$ cat src/rtl/matriz_pkg.sv
// Shared definitions for the matrix loader and its position counter.
// Holds the matrix geometry constants, the slice-offset helper that matches
// the transposer's flattening convention, and the loader FSM state type.
// Optional feature macro used by this slice: CARREGADOR_ORDEM_COLUNA_EN.
package matriz_pkg;
  localparam int DIM         = 5;
  localparam int LARGURA     = 8;
  localparam int ELEMENTOS   = DIM * DIM;
  localparam int BITS_MATRIZ = ELEMENTOS * LARGURA;

  typedef enum logic {CARREGANDO, CHEIA} estado_t;

  // Bit offset of element (linha, coluna); the column index is the slow axis.
  function automatic int indice(input int linha, input int coluna);
    return LARGURA * (linha + DIM * coluna);
  endfunction
endpackage

$ cat src/rtl/contador_posicao.sv
// Two-level mod-5 position counter for the matrix loader.
// Ports:
//   clk, rst_n   - clock, asynchronous active-low reset
//   incrementar  - advance one position
//   limpar       - synchronous return to (0,0), wins over incrementar
//   linha/coluna - current write position
//   ultimo       - position is (4,4)
// Macro CARREGADOR_ORDEM_COLUNA_EN: linha becomes the fast axis
// (column-major stream order); otherwise coluna is the fast axis.
module contador_posicao
  import matriz_pkg::*;
(
  input  logic       clk,
  input  logic       rst_n,
  input  logic       incrementar,
  input  logic       limpar,
  output logic [2:0] linha,
  output logic [2:0] coluna,
  output logic       ultimo
);
  localparam logic [2:0] MAXIMO = 3'(DIM - 1);

  logic [2:0] rapido, lento;

  always_ff @(posedge clk or negedge rst_n) begin
    if (!rst_n) begin
      rapido <= '0;
      lento  <= '0;
    end else if (limpar) begin
      rapido <= '0;
      lento  <= '0;
    end else if (incrementar) begin
      if (rapido == MAXIMO) begin
        rapido <= '0;
        lento  <= (lento == MAXIMO) ? 3'd0 : lento + 3'd1;
      end else begin
        rapido <= rapido + 3'd1;
      end
    end
  end

`ifdef CARREGADOR_ORDEM_COLUNA_EN
  assign linha  = rapido;
  assign coluna = lento;
`else
  assign linha  = lento;
  assign coluna = rapido;
`endif

  assign ultimo = (rapido == MAXIMO) && (lento == MAXIMO);
endmodule

$ cat src/rtl/carregador_matriz.sv
// Serial-to-parallel loader feeding the 5x5 matrix transposer.
// Collects 25 signed elements over a valid/ready stream into a flattened
// 200-bit matrix and holds it with a valid/accept handshake.
// Ports:
//   clk, rst_n     - clock, asynchronous active-low reset
//   limpar         - synchronous abort: zero buffer, counters, back to loading
//   dado_entrada   - signed element, qualified by dado_valido
//   dado_pronto    - loader takes an element this cycle (state decode)
//   matriz_saida   - flattened matrix, element (l,c) at 8*(l+5*c)
//   matriz_valida  - matriz_saida holds a complete matrix (state decode)
//   matriz_aceita  - downstream takes the matrix
// Macro CARREGADOR_ORDEM_COLUNA_EN selects column-major stream order.
module carregador_matriz #(
  parameter int DIM     = 5,
  parameter int LARGURA = 8
) (
  input  logic                       clk,
  input  logic                       rst_n,
  input  logic                       limpar,
  input  logic [LARGURA-1:0]         dado_entrada,
  input  logic                       dado_valido,
  output logic                       dado_pronto,
  output logic [DIM*DIM*LARGURA-1:0] matriz_saida,
  output logic                       matriz_valida,
  input  logic                       matriz_aceita
);
  import matriz_pkg::*;

  estado_t    estado;
  logic [2:0] linha, coluna;
  logic       ultimo;
  logic       transf;

  // Abort suppresses the write so a same-cycle element never lands.
  assign transf = dado_valido && (estado == CARREGANDO) && !limpar;

  contador_posicao u_contador (
    .clk         (clk),
    .rst_n       (rst_n),
    .incrementar (transf),
    .limpar      (limpar),
    .linha       (linha),
    .coluna      (coluna),
    .ultimo      (ultimo)
  );

  always_ff @(posedge clk or negedge rst_n) begin
    if (!rst_n) begin
      estado <= CARREGANDO;
    end else if (limpar) begin
      estado <= CARREGANDO;
    end else begin
      case (estado)
        CARREGANDO: if (transf && ultimo) estado <= CHEIA;
        CHEIA:      if (matriz_aceita)    estado <= CARREGANDO;
        default:                          estado <= CARREGANDO;
      endcase
    end
  end

  // Buffer is only cleared by reset/abort; a new load overwrites in order.
  always_ff @(posedge clk or negedge rst_n) begin
    if (!rst_n) begin
      matriz_saida <= '0;
    end else if (limpar) begin
      matriz_saida <= '0;
    end else if (transf) begin
      for (int l = 0; l < DIM; l++) begin
        for (int c = 0; c < DIM; c++) begin
          if (linha == 3'(l) && coluna == 3'(c))
            matriz_saida[indice(l, c) +: LARGURA] <= dado_entrada;
        end
      end
    end
  end

  assign dado_pronto   = (estado == CARREGANDO);
  assign matriz_valida = (estado == CHEIA);
endmodule
$ cat config.mk
export PLATFORM = sky130hd
export DESIGN_NAME = carregador_matriz
export DESIGN_NICKNAME = d
export VERILOG_FILES = /design/src/rtl/matriz_pkg.sv /design/src/rtl/contador_posicao.sv /design/src/rtl/carregador_matriz.sv
export SDC_FILE = /design/constraint.sdc
export NUM_CORES = 1
export LEC_CHECK = 0
export ABC_AREA = 1
export CORE_MARGIN = 1
export CORE_UTILIZATION = 30
export DETAILED_ROUTE_END_ITERATION = 10
export REMOVE_ABC_BUFFERS = 1
export SKIP_LAST_GASP = 1
export SYNTH_ARGS = -nofsm -noshare
export SYNTH_HDL_FRONTEND = slang
export SYNTH_SLANG_ARGS = --single-unit
$ cat constraint.sdc
create_clock -name clk -period 2.33 [get_ports clk]
set_clock_uncertainty 0.05 [all_clocks]
set_input_delay 0.233 -clock clk [delete_from_list [all_inputs] [get_ports clk]]
set_output_delay 0.233 -clock clk [all_outputs]
set_load 0.1 [all_outputs]
[Word-level counts from Yosys, hierarchy flattened]
Index checks and enable logic that the tools add are counted.
Word-level totals
  flip-flop bits (word level): 207
  input port bits: 13
  output and inout bits: 202
  word-level logic and storage cells: 161
Operators by class
  add/subtract/negate cells: 2
  eq/ne operators: 8
  multiplexer cells: 38
  bitwise logic cells: 1
  reductions and logical operators: 84
Operator list (count)
  $mux W200: 2
  $mux W8: 25
  $reduce_bool A2 Y1: 27
  $reduce_and A2 Y1: 26
  $logic_and A1 B1 Y1: 28
  $mux W3: 7
  $eq A3 B2 Y1 const B: 4
  $add A3 B1 Y3 const B: 2
  $eq A3 B1 Y1 const B: 2
  $eq A3 B3 Y1 const B: 2
  $logic_not A3 Y1: 2
  $mux W1: 3
  $pmux W1 S2: 1
  $logic_not A1 Y1: 1
  $not A1 Y1: 1

[Longest topological paths before layout]
  depth in word-level cells: 7
  depth in mapped cells: 8
  gate-level depth less buffers: 8

[Hierarchy]
From an unflattened synthesis, not the netlist that was laid out.
Unflattened totals
  cells, all modules: 992
  area total of the unflattened synthesis: 8647.0 um^2
Modules (own cells, without submodules)
  carregador_matriz: instances 1, cells an instance 946, area each 8265.4 um^2, sequential area each 5029.8 um^2
  contador_posicao: instances 1, cells an instance 46, area each 381.6 um^2, sequential area each 150.1 um^2

[Worst setup path before layout]
No wires, ideal clock.
  path kind: register to register
  start point: register estado (netlist: matriz_valida)
  end point: register matriz_saida[184]
  library setup time: 122 ps
  data arrival time: 2545 ps
  data required time: 2158 ps
  slack: -387 ps
  cell stages (with the launch flop): 8
  buffers on the path: 2
  period minus slack after synthesis: 2717 ps
  cells stage by stage: dfrtp_1 > inv_1 > nand2_2 > nand2_1 > buf_2 > buf_4 > nand3_1 > nand2_1
On the way
  cells in the longest elaborated chain, start to end: 5
RTL lines
  start: declaration: line carregador_matriz.sv:29  | estado_t estado;
  start signal: assignment: line carregador_matriz.sv:49  | estado <= CARREGANDO;
  start signal: assignment: line carregador_matriz.sv:51  | estado <= CARREGANDO;
  start signal: assignment: line carregador_matriz.sv:54  | CARREGANDO: if (transf && ultimo) estado <= CHEIA;
  $not A1 Y1
  via dado_pronto: line carregador_matriz.sv:22  | output logic dado_pronto,
  $logic_and A1 B1 Y1 (2 in a row): line carregador_matriz.sv:35  | assign transf = dado_valido && (estado == CARREGANDO) && !limpar;
  $reduce_bool A2 Y1 (no source line)
  $reduce_and A2 Y1 (no source line)
  end signal: indexed assignment: line carregador_matriz.sv:71  | matriz_saida[indice(l, c) +: LARGURA] <= dado_entrada;
  end: declaration: line carregador_matriz.sv:23  | output logic [DIM*DIM*LARGURA-1:0] matriz_saida,
The timed path passes the listed nets, and every way through them passes these cells.
A chain may end at the register's enable or synchronous reset.

[Worst setup path after layout]
  start point: register u_contador.rapido[0] (netlist: u_contador.coluna[0])
  end point: register matriz_saida[178]
On the way
  cells in the longest elaborated chain, start to end: 4
RTL lines
  start: declaration: line contador_posicao.sv:23  | logic [2:0] rapido, lento;
  start signal: assignment: line contador_posicao.sv:37  | rapido <= rapido + 3'd1;
  $eq A3 B3 Y1: line carregador_matriz.sv:70  | if (linha == 3'(l) && coluna == 3'(c))
  $logic_and A1 B1 Y1: line carregador_matriz.sv:70
  $reduce_bool A2 Y1 (no source line)
  $reduce_and A2 Y1 (no source line)
Every way passes these cells.

==> key figures <==
Cells and area
  – Fillers: approximately 2,800
  – Multi-input gate area: between 3000 and 4000 um2
  – Post-route cell area: ~12,000 um2
  – Ratio of cells with drive above 1 in the final layout: about a quarter
  – Sequential cell area: 5180 um2
  – Post-layout util: a little over two fifths
  – Antenna diodes: 0
  – NumNets Final: around 1,300
  – Area grow syn2layout: 36.0%

Floorplanning
  – Die Y: around 170 um
  – Die Area: slightly below 30,000 um2
  – CORE AREA: between 20,000 and 30,000 um2
  – Chip width: 172 um
  – Cell Rows: 61
  – Ports: roughly 220
  – Initial cell density of the core: 30.8%

Min path
  – Hold Crit Class: in2async

Placed design
  – DP Wirelength: approximately 19,000 um
  – Port Buffer Count: 214
  – DP Area: approximately 11,000 um2
  – Routability Congestion: roughly 0.82

Critical path
  – Top delay family on crit path: simple AND/OR/NAND/NOR gates
  – Worst path depth: 7
  – Worst setup path end: matriz_saida[178]$_DFFE_PN0P_
  – Crit Path Class: reg2reg
  – R2R depth: 7
  – Ordered list of cells on the worst path: inv_1 > ha_1 > nand2_1 > nand2_1 > nand3_1 > nand2_1 > nand2_1
  – Crit Reg-Reg Endpoint: matriz_saida[178]$_DFFE_PN0P_
  – Critical Path RT: 2.68 ns
  – R2r startpoint: u_contador.coluna[0]$_DFFE_PN0P_
  – CP Launch Point: u_contador.coluna[0]$_DFFE_PN0P_
  – CP Buf/Inv Count: 1
  – Flop-to-flop setup slack: between 0.3 and 0.4 ns
  – CP peak stage delay: 0.40 ns
  – Slowest stage cell, crit path: dfrtp_1
  – WP data arrival: approximately 2.4 ns
  – Worst-path fanout max: 8
  – Crit end category: register
  – Startpoint types: register
  – Crit-path most repeated cell: nand2_1

Global routing
  – Largest net degree at the start of global routing: 63
  – Antenna violations before repair: 1
  – Global-route wire length before repair: 44,200 um
  – Vias in the first global route: 7,319
  – Grt total ovfl: 0
  – Total GRT Usage: between 10% and 20%

Drt
  – Detailed Routing Iterations Pass 1: 5
  – WL final: approximately 29,000 um
  – Vias per cell: about 4.7
  – Initial DRC Count: 704
  – Wire length per cell: approximately 18 um
  – Detail Route Antenna Nets: 0
  – Routed vias: about 7,700
  – DRC viols: 0

Clocking
  – H-tree depth: 1
  – CTS Root Cell: clkbuf_16
  – Clock slew at reported path FFs: around 0.06 ns
  – Clk Latency, worst-skew pair: around 0.51 ns
  – Clock tree sinks: 207
  – CTS tree: built
  – Clock Path Buffers: 3
  – CTS Buf Count: 24

Logic synthesis
  – Number of distinct library cells after synthesis: 22
  – Seq cells post-synth: approximately 210
  – Yosys warnings: 0
  – Synthesized instance count: roughly 1,000
  – Mean cell area of the mapped netlist: 8.66 um2
  – Synthesized cell area: 8640 um2
  – Seq/Total Area, Yosys: between 50 and 60%

Timing
  – Worst-Margin Slew: 0.835 ns
  – Achievable frequency: ~0.50 GHz
  – Tcrit/Tclk final: between 80% and 90%
  – RSZ-0062 raised after global routing: false
  – Final Hold Fails: 0
  – Slew HR: 44.2%
  – Endpoints failing setup: 0
  – Final min period: slightly above 2 ns
  – Slew Limit Fails: 0

Power and ir drop
  – Comb pwr share: between 10% and 20%
  – Sequential Power Share: roughly 40%
  – Static Leak: 6.64 nW
  – Power Density: 801 nW/um2
  – Internal Power: around 0.0065 W
  – Net Sw Frac: a little under a third
  – Clock power frac: between 40% and 50%
  – Max VDD drop: between 0.4 and 0.5 mV
  – Net Sw Power: ~0.0029 W

Run status
  – Run status: finished, final reports clean

Run
  – Max_cap viols: 0
==> cell usage in the layout, fill, tap and decap left out <==
| cell | count |
|---|---|
| a21oi_1 | 1 |
| buf_12 | 5 |
| buf_4 | 227 |
| bufinv_16 | 4 |
| clkbuf_1 | 3 |
| clkbuf_16 | 25 |
| clkbuf_8 | 6 |
| clkdlybuf4s50_1 | 11 |
| clkinv_2 | 4 |
| clkinvlp_4 | 1 |
| dfrtp_1 | 207 |
| dlygate4sd3_1 | 1 |
| ha_1 | 11 |
| inv_1 | 25 |
| inv_2 | 2 |
| inv_4 | 1 |
| nand2_1 | 482 |
| nand2_2 | 4 |
| nand2_4 | 1 |
| nand3_1 | 151 |
| nand3_2 | 1 |
| nand3b_1 | 1 |
| nand4_1 | 25 |
| nor2_1 | 21 |
| nor2_2 | 7 |
| nor2_4 | 10 |
| o21ai_0 | 4 |
| o21ai_1 | 2 |
| o22ai_1 | 1 |
| or2_2 | 1 |
==> power groups by stage <==
stage	Sequential [W]	Combinational [W]	Clock (W)
floorplan	0.00451	0.000371	0
global placement	0.00384	0.00158	0
detailed placement	0.00384	0.00158	0
CTS	0.00378	0.00159	0.00415
global route	0.00379	0.00167	0.00429
finish	0.00378	0.00158	0.00405
==> through the flow <==
stage               setup WS [ns]  total power, W  hold WS, ns  setup TNS (ns)  cells
floorplan                  -0.796         0.00488       -0.113          -74.39    958
global placement            0.216         0.00542        0.223               0   1580
detailed placement          0.163         0.00542        0.226               0   1580
CTS                         0.310         0.00951        0.248               0   1623
global route               0.0801         0.00975        0.264               0   1623
finish                      0.313         0.00940        0.240               0   1623
==> worst register-to-register path: stages, from the launching register on <==
cell     delay (ns)
dfrtp_1        0.40
inv_1          0.13
ha_1           0.25
nand2_1        0.22
nand2_1        0.27
nand3_1        0.34
nand2_1        0.16
nand2_1        0.06
==> cell type report <==
class                      count  share of cell area [%]
tap                          378                    4.03
inverter                      28                   0.916
sequential                   207                    44.1
multi-input combinational    723                    27.2
timing repair buffer         245                    16.5
clock buffer                  33                    6.01
clock inverter                 9                    1.26
==> kinds of logic after synthesis <==
group | count (synthesis) | synth area share, %
adders and majority gates | 11 | 1.59
buffers and inverters | 68 | 3.46
DFF | 207 | 60.0
and+or+nand+nor | 704 | 34.5
AOI/OAI and AO/OA | 8 | 0.478
==> worst min-delay path by stage <==
stage	from	end	slack, ns
floorplan	rst_n	matriz_saida[0]$_DFFE_PN0P_	-0.11
global placement	rst_n	matriz_saida[22]$_DFFE_PN0P_	0.22
detailed placement	rst_n	matriz_saida[13]$_DFFE_PN0P_	0.23
CTS	rst_n	matriz_saida[13]$_DFFE_PN0P_	0.25
global route	rst_n	matriz_saida[13]$_DFFE_PN0P_	0.26
finish	rst_n	matriz_saida[13]$_DFFE_PN0P_	0.24
==> registers in the layout (all words and copies together), names as in the netlist <==
signal,cells
matriz_saida,200
u_contador.coluna,3
u_contador.linha,3
matriz_valida,1
==> synth_stat cells <==
cell type / n / area (um2)
inv_2: 3 / 11.3
dfrtp_1: 207 / 5180
a21oi_1: 1 / 5.00
nand2_4: 1 / 11.3
o21ai_1: 2 / 10.0
buf_2: 29 / 145
inv_1: 25 / 93.8
nand3b_1: 1 / 7.51
nand3_1: 151 / 756
ha_1: 11 / 138
nand4_1: 25 / 156
nand2_2: 4 / 25.0
nor2_1: 29 / 109
buf_4: 2 / 15.0
nor2_2: 2 / 12.5
clkbuf_1: 9 / 33.8
nor2_4: 7 / 78.8
nand2_1: 482 / 1810
or2_2: 1 / 6.26
nand3_2: 1 / 10.0
o22ai_1: 1 / 6.26
o21ai_0: 4 / 20.0
==> routing by layer <==
metal | part of all wire (%) | vias up | wire (um) | global-route usage [%]
li1 | - | 3652 | - | -
met1 | 48 | 3724 | 13800 | 28.6
met2 | 43 | 244 | 12500 | 29.1
met3 | 7.6 | 39 | 2200 | 4.97
met4 | 1.4 | 2 | 416 | 3.96
met5 | 0.028 | - | 8 | 0
==> repair_timing <==
| action | CTS | global route |
|---|---|---|
| endpoints found under the hold margin | 54 | 0 |
| hold buffers | 1 | 0 |
| endpoints found under the setup margin | 0 | 0 |
| resized for setup | 0 | 0 |
| buffers inserted | 0 | 0 |
Note: power is estimated with default switching activity, not from simulation.
